[src/rtl/bram_port_arbiter_pkg.sv]
// Shared types and defaults for the two-port BRAM arbiter.
// No logic: state/owner encodings, default widths and a counter-width helper.
// Nothing here carries flow control.
package bram_port_arbiter_pkg;

  // Default geometry of the IO and DC BRAMs this arbiter sits in front of.
  localparam int IO_BRAM_ADDR_SIZE_BITS_NB = 32;
  localparam int IO_BRAM_WORD_SIZE_BITS_NB = 32;
  localparam int DC_BRAM_ADDR_SIZE_BITS_NB = 32;
  localparam int DC_BRAM_WORD_SIZE_BITS_NB = 32;

  typedef enum logic [1:0] {
    ARB_IDLE  = 2'd0,
    ARB_OWN0  = 2'd1,
    ARB_OWN1  = 2'd2,
    ARB_DRAIN = 2'd3
  } arb_state_e;

  typedef enum logic [1:0] {
    OWNER_NONE = 2'b00,
    OWNER_P0   = 2'b01,
    OWNER_P1   = 2'b10
  } owner_e;

  // Width of a counter that must hold 0..max_wait (at least one bit).
  function automatic int wait_cnt_width(input int max_wait);
    return (max_wait < 2) ? 1 : $clog2(max_wait + 1);
  endfunction

endpackage

[src/rtl/bram_port_arbiter_rd_tag_pipe.sv]
// Read-return tagger: delays a valid bit plus the issuing port id.
// Latency DEPTH cycles from in_vld to out_vld.
// No backpressure: shifts every cycle, cleared by synchronous reset.
module bram_port_arbiter_rd_tag_pipe #(
  parameter int DEPTH = 1
) (
  input  logic Clk,
  input  logic ResetN,
  input  logic in_vld,
  input  logic in_tag,
  output logic out_vld,
  output logic out_tag
);

  logic [DEPTH-1:0] vld_q;
  logic [DEPTH-1:0] tag_q;

  // Shift valid+tag one stage per cycle; reset drops every in-flight read.
  always_ff @(posedge Clk) begin
    if (!ResetN) begin
      vld_q <= '0;
      tag_q <= '0;
    end else begin
      vld_q[0] <= in_vld;
      tag_q[0] <= in_tag;
      for (int i = 1; i < DEPTH; i++) begin
        vld_q[i] <= vld_q[i-1];
        tag_q[i] <= tag_q[i-1];
      end
    end
  end

  assign out_vld = vld_q[DEPTH-1];
  assign out_tag = tag_q[DEPTH-1];

endmodule

[src/rtl/bram_port_arbiter.sv]
// Shares one single-port BRAM between the loader (port 0) and the compute engine (port 1).
// Grant 1 cycle after req; BRAM signals combinational from owner; rvalid RD_LATENCY after read.
// Owner holds until it drops req (no preemption); a loser simply waits with req held high.
module bram_port_arbiter
  import bram_port_arbiter_pkg::*;
#(
  parameter int ADDR_W     = IO_BRAM_ADDR_SIZE_BITS_NB,
  parameter int DATA_W     = IO_BRAM_WORD_SIZE_BITS_NB,
  parameter int RD_LATENCY = 1,
  parameter int MAX_WAIT   = 1024
) (
  input  logic              Clk,
  input  logic              ResetN,
  input  logic              req0_i,
  input  logic              req1_i,
  output logic              gnt0_o,
  output logic              gnt1_o,
  input  logic              en0_i,
  input  logic              en1_i,
  input  logic              we0_i,
  input  logic              we1_i,
  input  logic [ADDR_W-1:0] addr0_i,
  input  logic [ADDR_W-1:0] addr1_i,
  input  logic [DATA_W-1:0] wdata0_i,
  input  logic [DATA_W-1:0] wdata1_i,
  output logic [DATA_W-1:0] rdata0_o,
  output logic [DATA_W-1:0] rdata1_o,
  output logic              rvalid0_o,
  output logic              rvalid1_o,
  output logic [ADDR_W-1:0] bram_addr_o,
  output logic [DATA_W-1:0] bram_dout_o,
  output logic              bram_we_o,
  input  logic [DATA_W-1:0] bram_din_i,
  output logic [1:0]        owner_o,
  output logic              starve_o,
  output logic              proto_err_o
);

  localparam int         WAIT_W     = wait_cnt_width(MAX_WAIT);
  localparam logic [1:0] DRAIN_INIT = 2'(RD_LATENCY - 1);

  arb_state_e        state;
  logic              last_owner;  // 0: port 0 owned last, 1: port 1
  logic [1:0]        drain_cnt;
  logic [WAIT_W-1:0] wait_cnt;
  logic [WAIT_W-1:0] wait_nxt;
  logic              waiting;
  logic              grant_now;
  logic              rd_push;
  logic              tag_vld;
  logic              tag_port;

  // Arbitration FSM: round-robin on ties, hold while req stays high, drain before re-arbitrating.
  always_ff @(posedge Clk) begin
    if (!ResetN) begin
      state      <= ARB_IDLE;
      last_owner <= 1'b1;
      drain_cnt  <= '0;
      gnt0_o     <= 1'b0;
      gnt1_o     <= 1'b0;
      owner_o    <= OWNER_NONE;
    end else begin
      case (state)
        ARB_IDLE: begin
          if (req0_i && (!req1_i || last_owner)) begin
            state   <= ARB_OWN0;
            gnt0_o  <= 1'b1;
            owner_o <= OWNER_P0;
          end else if (req1_i) begin
            state   <= ARB_OWN1;
            gnt1_o  <= 1'b1;
            owner_o <= OWNER_P1;
          end
        end
        ARB_OWN0: begin
          if (!req0_i) begin
            state      <= ARB_DRAIN;
            gnt0_o     <= 1'b0;
            owner_o    <= OWNER_NONE;
            last_owner <= 1'b0;
            drain_cnt  <= DRAIN_INIT;
          end
        end
        ARB_OWN1: begin
          if (!req1_i) begin
            state      <= ARB_DRAIN;
            gnt1_o     <= 1'b0;
            owner_o    <= OWNER_NONE;
            last_owner <= 1'b1;
            drain_cnt  <= DRAIN_INIT;
          end
        end
        ARB_DRAIN: begin
          if (drain_cnt == 2'd0) state <= ARB_IDLE;
          else                   drain_cnt <= drain_cnt - 2'd1;
        end
        default: state <= ARB_IDLE;
      endcase
    end
  end

  // BRAM mux follows the current owner; writes are killed as soon as reset is asserted.
  always_comb begin
    bram_addr_o = '0;
    bram_dout_o = '0;
    bram_we_o   = 1'b0;
    if (gnt0_o) begin
      bram_addr_o = addr0_i;
      bram_dout_o = wdata0_i;
      bram_we_o   = en0_i & we0_i & ResetN;
    end else if (gnt1_o) begin
      bram_addr_o = addr1_i;
      bram_dout_o = wdata1_i;
      bram_we_o   = en1_i & we1_i & ResetN;
    end
  end

  // Only granted reads are tagged; ungranted strobes never reach the pipe.
  assign rd_push = (gnt0_o & en0_i & ~we0_i) | (gnt1_o & en1_i & ~we1_i);

  bram_port_arbiter_rd_tag_pipe #(
    .DEPTH (RD_LATENCY)
  ) u_rd_tag_pipe (
    .Clk     (Clk),
    .ResetN  (ResetN),
    .in_vld  (rd_push),
    .in_tag  (gnt1_o),
    .out_vld (tag_vld),
    .out_tag (tag_port)
  );

  assign rvalid0_o = tag_vld & ~tag_port;
  assign rvalid1_o = tag_vld &  tag_port;
  assign rdata0_o  = bram_din_i;
  assign rdata1_o  = bram_din_i;

  // Starvation counter: counts while the non-owner waits, saturates, clears when a grant is issued.
  assign waiting   = (gnt0_o & req1_i) | (gnt1_o & req0_i);
  assign grant_now = (state == ARB_IDLE) & (req0_i | req1_i);

  always_comb begin
    wait_nxt = wait_cnt;
    if (grant_now)                                      wait_nxt = '0;
    else if (waiting && wait_cnt != WAIT_W'(MAX_WAIT))  wait_nxt = wait_cnt + 1'b1;
  end

  // Sticky status flags plus the wait counter register.
  always_ff @(posedge Clk) begin
    if (!ResetN) begin
      wait_cnt    <= '0;
      starve_o    <= 1'b0;
      proto_err_o <= 1'b0;
    end else begin
      wait_cnt <= wait_nxt;
      if (MAX_WAIT != 0 && waiting && wait_nxt == WAIT_W'(MAX_WAIT)) starve_o <= 1'b1;
      if ((en0_i && !gnt0_o) || (en1_i && !gnt1_o))                  proto_err_o <= 1'b1;
    end
  end

endmodule

[config.mk]
export PLATFORM = sky130hd
export DESIGN_NAME = bram_port_arbiter
export DESIGN_NICKNAME = d
export VERILOG_FILES = /design/src/rtl/bram_port_arbiter_pkg.sv /design/src/rtl/bram_port_arbiter_rd_tag_pipe.sv /design/src/rtl/bram_port_arbiter.sv
export SDC_FILE = /design/constraint.sdc
export NUM_CORES = 1
export LEC_CHECK = 0
export CAP_MARGIN = 10
export CORE_AREA = 2 2 117 119
export CTS_BUF_LIST = sky130_fd_sc_hd__clkbuf_2 sky130_fd_sc_hd__clkbuf_4 sky130_fd_sc_hd__clkbuf_8
export DETAILED_ROUTE_END_ITERATION = 7
export DIE_AREA = 0 0 119 121
export GPL_TIMING_DRIVEN = 0
export PLACE_DENSITY = 0.6
export SLEW_MARGIN = 20
export SYNTH_ARGS = -nofsm -noshare
export SYNTH_HDL_FRONTEND = slang
export SYNTH_SLANG_ARGS = --single-unit
[constraint.sdc]
create_clock -name Clk -period 2.5 [get_ports Clk]
set_input_delay 0.5 -clock Clk [delete_from_list [all_inputs] [get_ports Clk]]
set_output_delay 0.5 -clock Clk [all_outputs]
set_load 0.05 [all_outputs]
==> results.md <==
- Clock Skews: about 0.0013 ns
- GRT Residual Overflow: 0
- Row cnt: between 40 and 50
- Routed vias: between 3000 and 4000
- Worst Reg-to-Reg Cells: 8
- Worst Setup EP: bram_dout_o[18]
- Clk root buf: clkbuf_8
- Final Power: around 4.9 mW
- TritonCTS clock tree: done
- Worst path cell trace: buf_2 > clkbuf_1 > a22o_1 > clkbuf_4
- Critical Path Slowest Stage Cell: clkbuf_1
- Via density: 4.376
- Hold WC Path Type: reg2reg
- Largest family of logic cells by synthesized area: compound AO/OA/AOI/OAI gates
- Gate Count Post-Synth: 310
- Vias in the first global route: 3234
- Layout area overhead: 113.6%
- R2r startpoint: wait_cnt[0]$_SDFF_PN0_
- Crit path capture type: output pin
- Initial Util: 0.1937
- HPWL Detailed: 11.14 mm
- CP max stage delay: approximately 0.44 ns
- Stages on the worst setup path: 4
- Fill cells: 1314
- DR DRC count: 0
- Synth Cell Area: 2535 um2
- Die Area: 14400 um2
- Area occupied by multi-input gates: 1435 um2
- Arrival time worst endpoint: around 1.9 ns
- Antenna Cells: 0
- Worst Tran Pin Value: approximately 0.57 ns
- Dominant synthesized flop cell: dfxtp_1
- VDD IR max: 0.6632 mV
- Fmax: 0.4197 GHz
- TritonRoute pass-1 iters: 5
- Layout cells sized above 1: 0.2547
- FF-to-FF End: starve_o$_SDFFE_PN0P_
- Startpoint Class: flop
- Top cells by area, synth: a22o_1, buf_4, dfxtp_1
- # H-tree levels: 1
- Largest net degree at the start of global routing: 14
- CTS buffer count: 3
- Core area: 13090 um2
- Flops & latches, synth: 24
- Synth Area in Adders: 0.03949
- Nets: 762
- Sequential cell area: roughly 480 um2
- DRT iter0 DRCs: 179
- Synthesized Nets: around 500
- Simple-gate area share of the yosys netlist: 0.1451
- Overall routing resource usage: 0.1666
- Max_cap viols: 0
- Layout Cells excl Fill: 761
- Beginning of the critical path: gnt0_o$_SDFFE_PN0P_
- Initial antenna violation count: 0
- Die width: 119 um
- Final worst path period need: 2.383 ns
- Hold Vio Cnt, Final: 0
- WP data required: around 2.0 ns
- Syn_area_per_cell: between 8 and 9 um2
- Die height: about 120 um
- Final Slew Violations: 0
- R2r setup slk: 0.25 ns
- Clock sinks: 24
- Post-CTS setup repair buffer count: 0
- Post-CTS Hold Fix Bufs: 0
- Synth Area in XOR/XNOR: 0.03801
- Final setup violating endpoints: 0
- Yosys synthesis warning count: 0
- Status: finished clean
- Period utilisation layout: 0.9531
- CP Buf/Inv Count: 3
- Worst-Skew Late Latency: 0.27 ns
- Post-DRT Antenna Nets: 0
- Number of synthesized flops with an enable pin: 0
- IO Count: slightly above 300
- Crit path max fanout: 10
- Dpl cells: about 760
- Synth Area in Compound Gates: 0.3198
- Mux contribution to synthesized area: 0.02369
- Synth top area share: 0.2246
- Fin Setup TNS: 0 ns
- Routed Wire Length: 13.06 mm
- RePlAce Congestion: 0.9680
- Power density over the cells: 904.9 nW/um2
- Critical path's top delay family: buffers and inverters
- Crit Path Class: reg2out
- Avg WL per Cell: 17.16 um
- First-pass GRT wire length: ~19 mm
- Count of buffers from port buffering: 271
- RSZ-0062 raised after global routing: false
- Maximum clock path buffer count: 2
- Pleak: 2.323 nW
- Slew headroom: 0.6229
- Hold_ws: 0.4839 ns
- Worst-path clk slew: approximately 0.09 ns
- Hold Startpoint: starve_o$_SDFFE_PN0P_
- Cell taking the most area after synthesis: a22o_1
- Post-synth ARST share: 0
- Register area share after synthesis: 0.1895
- Yosys cell types: 44
stage by stage:
| stage | utilization | worst slack (ns) | instance area [um2] |
|---|---|---|---|
| 2_1_floorplan | - | 0.06181 | 2535 |
| 3_3_place_gp | 0.4179 | -0.7688 | 5468 |
| 3_5_place_dp | 0.4179 | -0.8090 | 5468 |
| 4_1_cts | 0.4262 | -0.03430 | 5577 |
| 5_1_grt | 0.4138 | 0.00001443 | 5415 |
| 6_report | 0.4138 | 0.1172 | 5415 |
where the power goes:
group	switching [mW]	internal, mW
combinational	2.78	1.35
clock	0.129	0.141
sequential	0.0619	0.447
total	2.97	1.93
metal layers:
layer  track usage  vias to the layer above  part of all wire
li1              -                     1609                 -
met1        0.1969                     1549              0.38
met2        0.3093                      157              0.52
met3       0.03853                       15             0.088
met4       0.02902                        0             0.012
met5             0                        -                 0
cells in the mapped netlist (all sizes together), types with 3 or more instances:
master	count
nor2b	7
nor2	16
clkbuf	11
buf	75
nand2	11
a22o	65
xnor2	10
a21oi	4
and2	5
nor3	3
and3	6
a31oi	4
mux2i	6
ha	8
inv	12
o21ai	12
dfxtp	24
nand3	4
layout make-up:
| cell class | instances | area share |
|---|---|---|
| clock buffers | 4 | 0.01017 |
| plain buffers | 86 | 0.1104 |
| flip-flops and latches | 24 | 0.08896 |
| repair buffers | 271 | 0.4764 |
| well taps | 176 | 0.04067 |
| inverters | 12 | 0.008318 |
| multi-input cells | 188 | 0.2650 |
sequential cells by signal (all words and copies together) (netlist names), 2 cells and up:
signal / count
drain_cnt: 2
state: 2
wait_cnt: 11
owner_o: 2
cells by family after synthesis:
group / after synthesis
AO/OA/AOI/OAI: 99
buffers and inverters: 98
AND/OR/NAND/NOR: 64
multiplexers: 6
XOR/XNOR: 11
adder cells (fa/ha/maj): 8
flip-flops: 24
repair_timing:
item | in CTS | in global routing
endpoints found under the setup margin | 65 | 60
resized for setup | 204 | 69
gates cloned | 0 | 0
worst register-to-register path: stages, from the launching register on:
cell and delay, ns:
dfxtp_1 0.34, clkbuf_1 0.27, inv_1 0.08, ha_1 0.20
and4bb_1 0.20, a31oi_2 0.35, mux2i_1 0.33, o22ai_1 0.15
o31ai_2 0.25
cell usage in the layout (no fill, tap or decap), types with 2 or more instances in the layout:
master           count
clkbuf_8             4
nand3b_1             2
clkbuf_4             7
and3_1               6
o211ai_1             2
o22ai_1              2
mux2i_1              6
o21a_1               2
a31oi_1              3
clkbuf_1             8
buf_4               66
nand3_1              4
nor3_1               2
nand2_1             11
clkbuf_2             2
ha_1                 8
a22o_1              65
dfxtp_1             23
clkdlybuf4s50_1    206
buf_2               35
a21oi_1              3
and2_1               5
o21ai_0             11
nor2_1              16
dlygate4sd2_1        4
nor2b_1              7
inv_1               12
nand4_1              2
and4bb_1             2
clkdlybuf4s15_2     22
xnor2_1             10
clkdlybuf4s18_2      6
worst min path at each step:
stage                                           to  slack [ns]  cells past startpoint
final                        starve_o$_SDFFE_PN0P_        0.48                      2
after global routing         starve_o$_SDFFE_PN0P_        0.53                      2
after CTS                    starve_o$_SDFFE_PN0P_        0.48                      2
after detailed placement     starve_o$_SDFFE_PN0P_        0.46                      2
after global placement    proto_err_o$_SDFFE_PN0P_        0.45                      1
after floorplan            wait_cnt[10]$_SDFF_PN0_        0.47                      2
(Power assumes the default switching activity.)
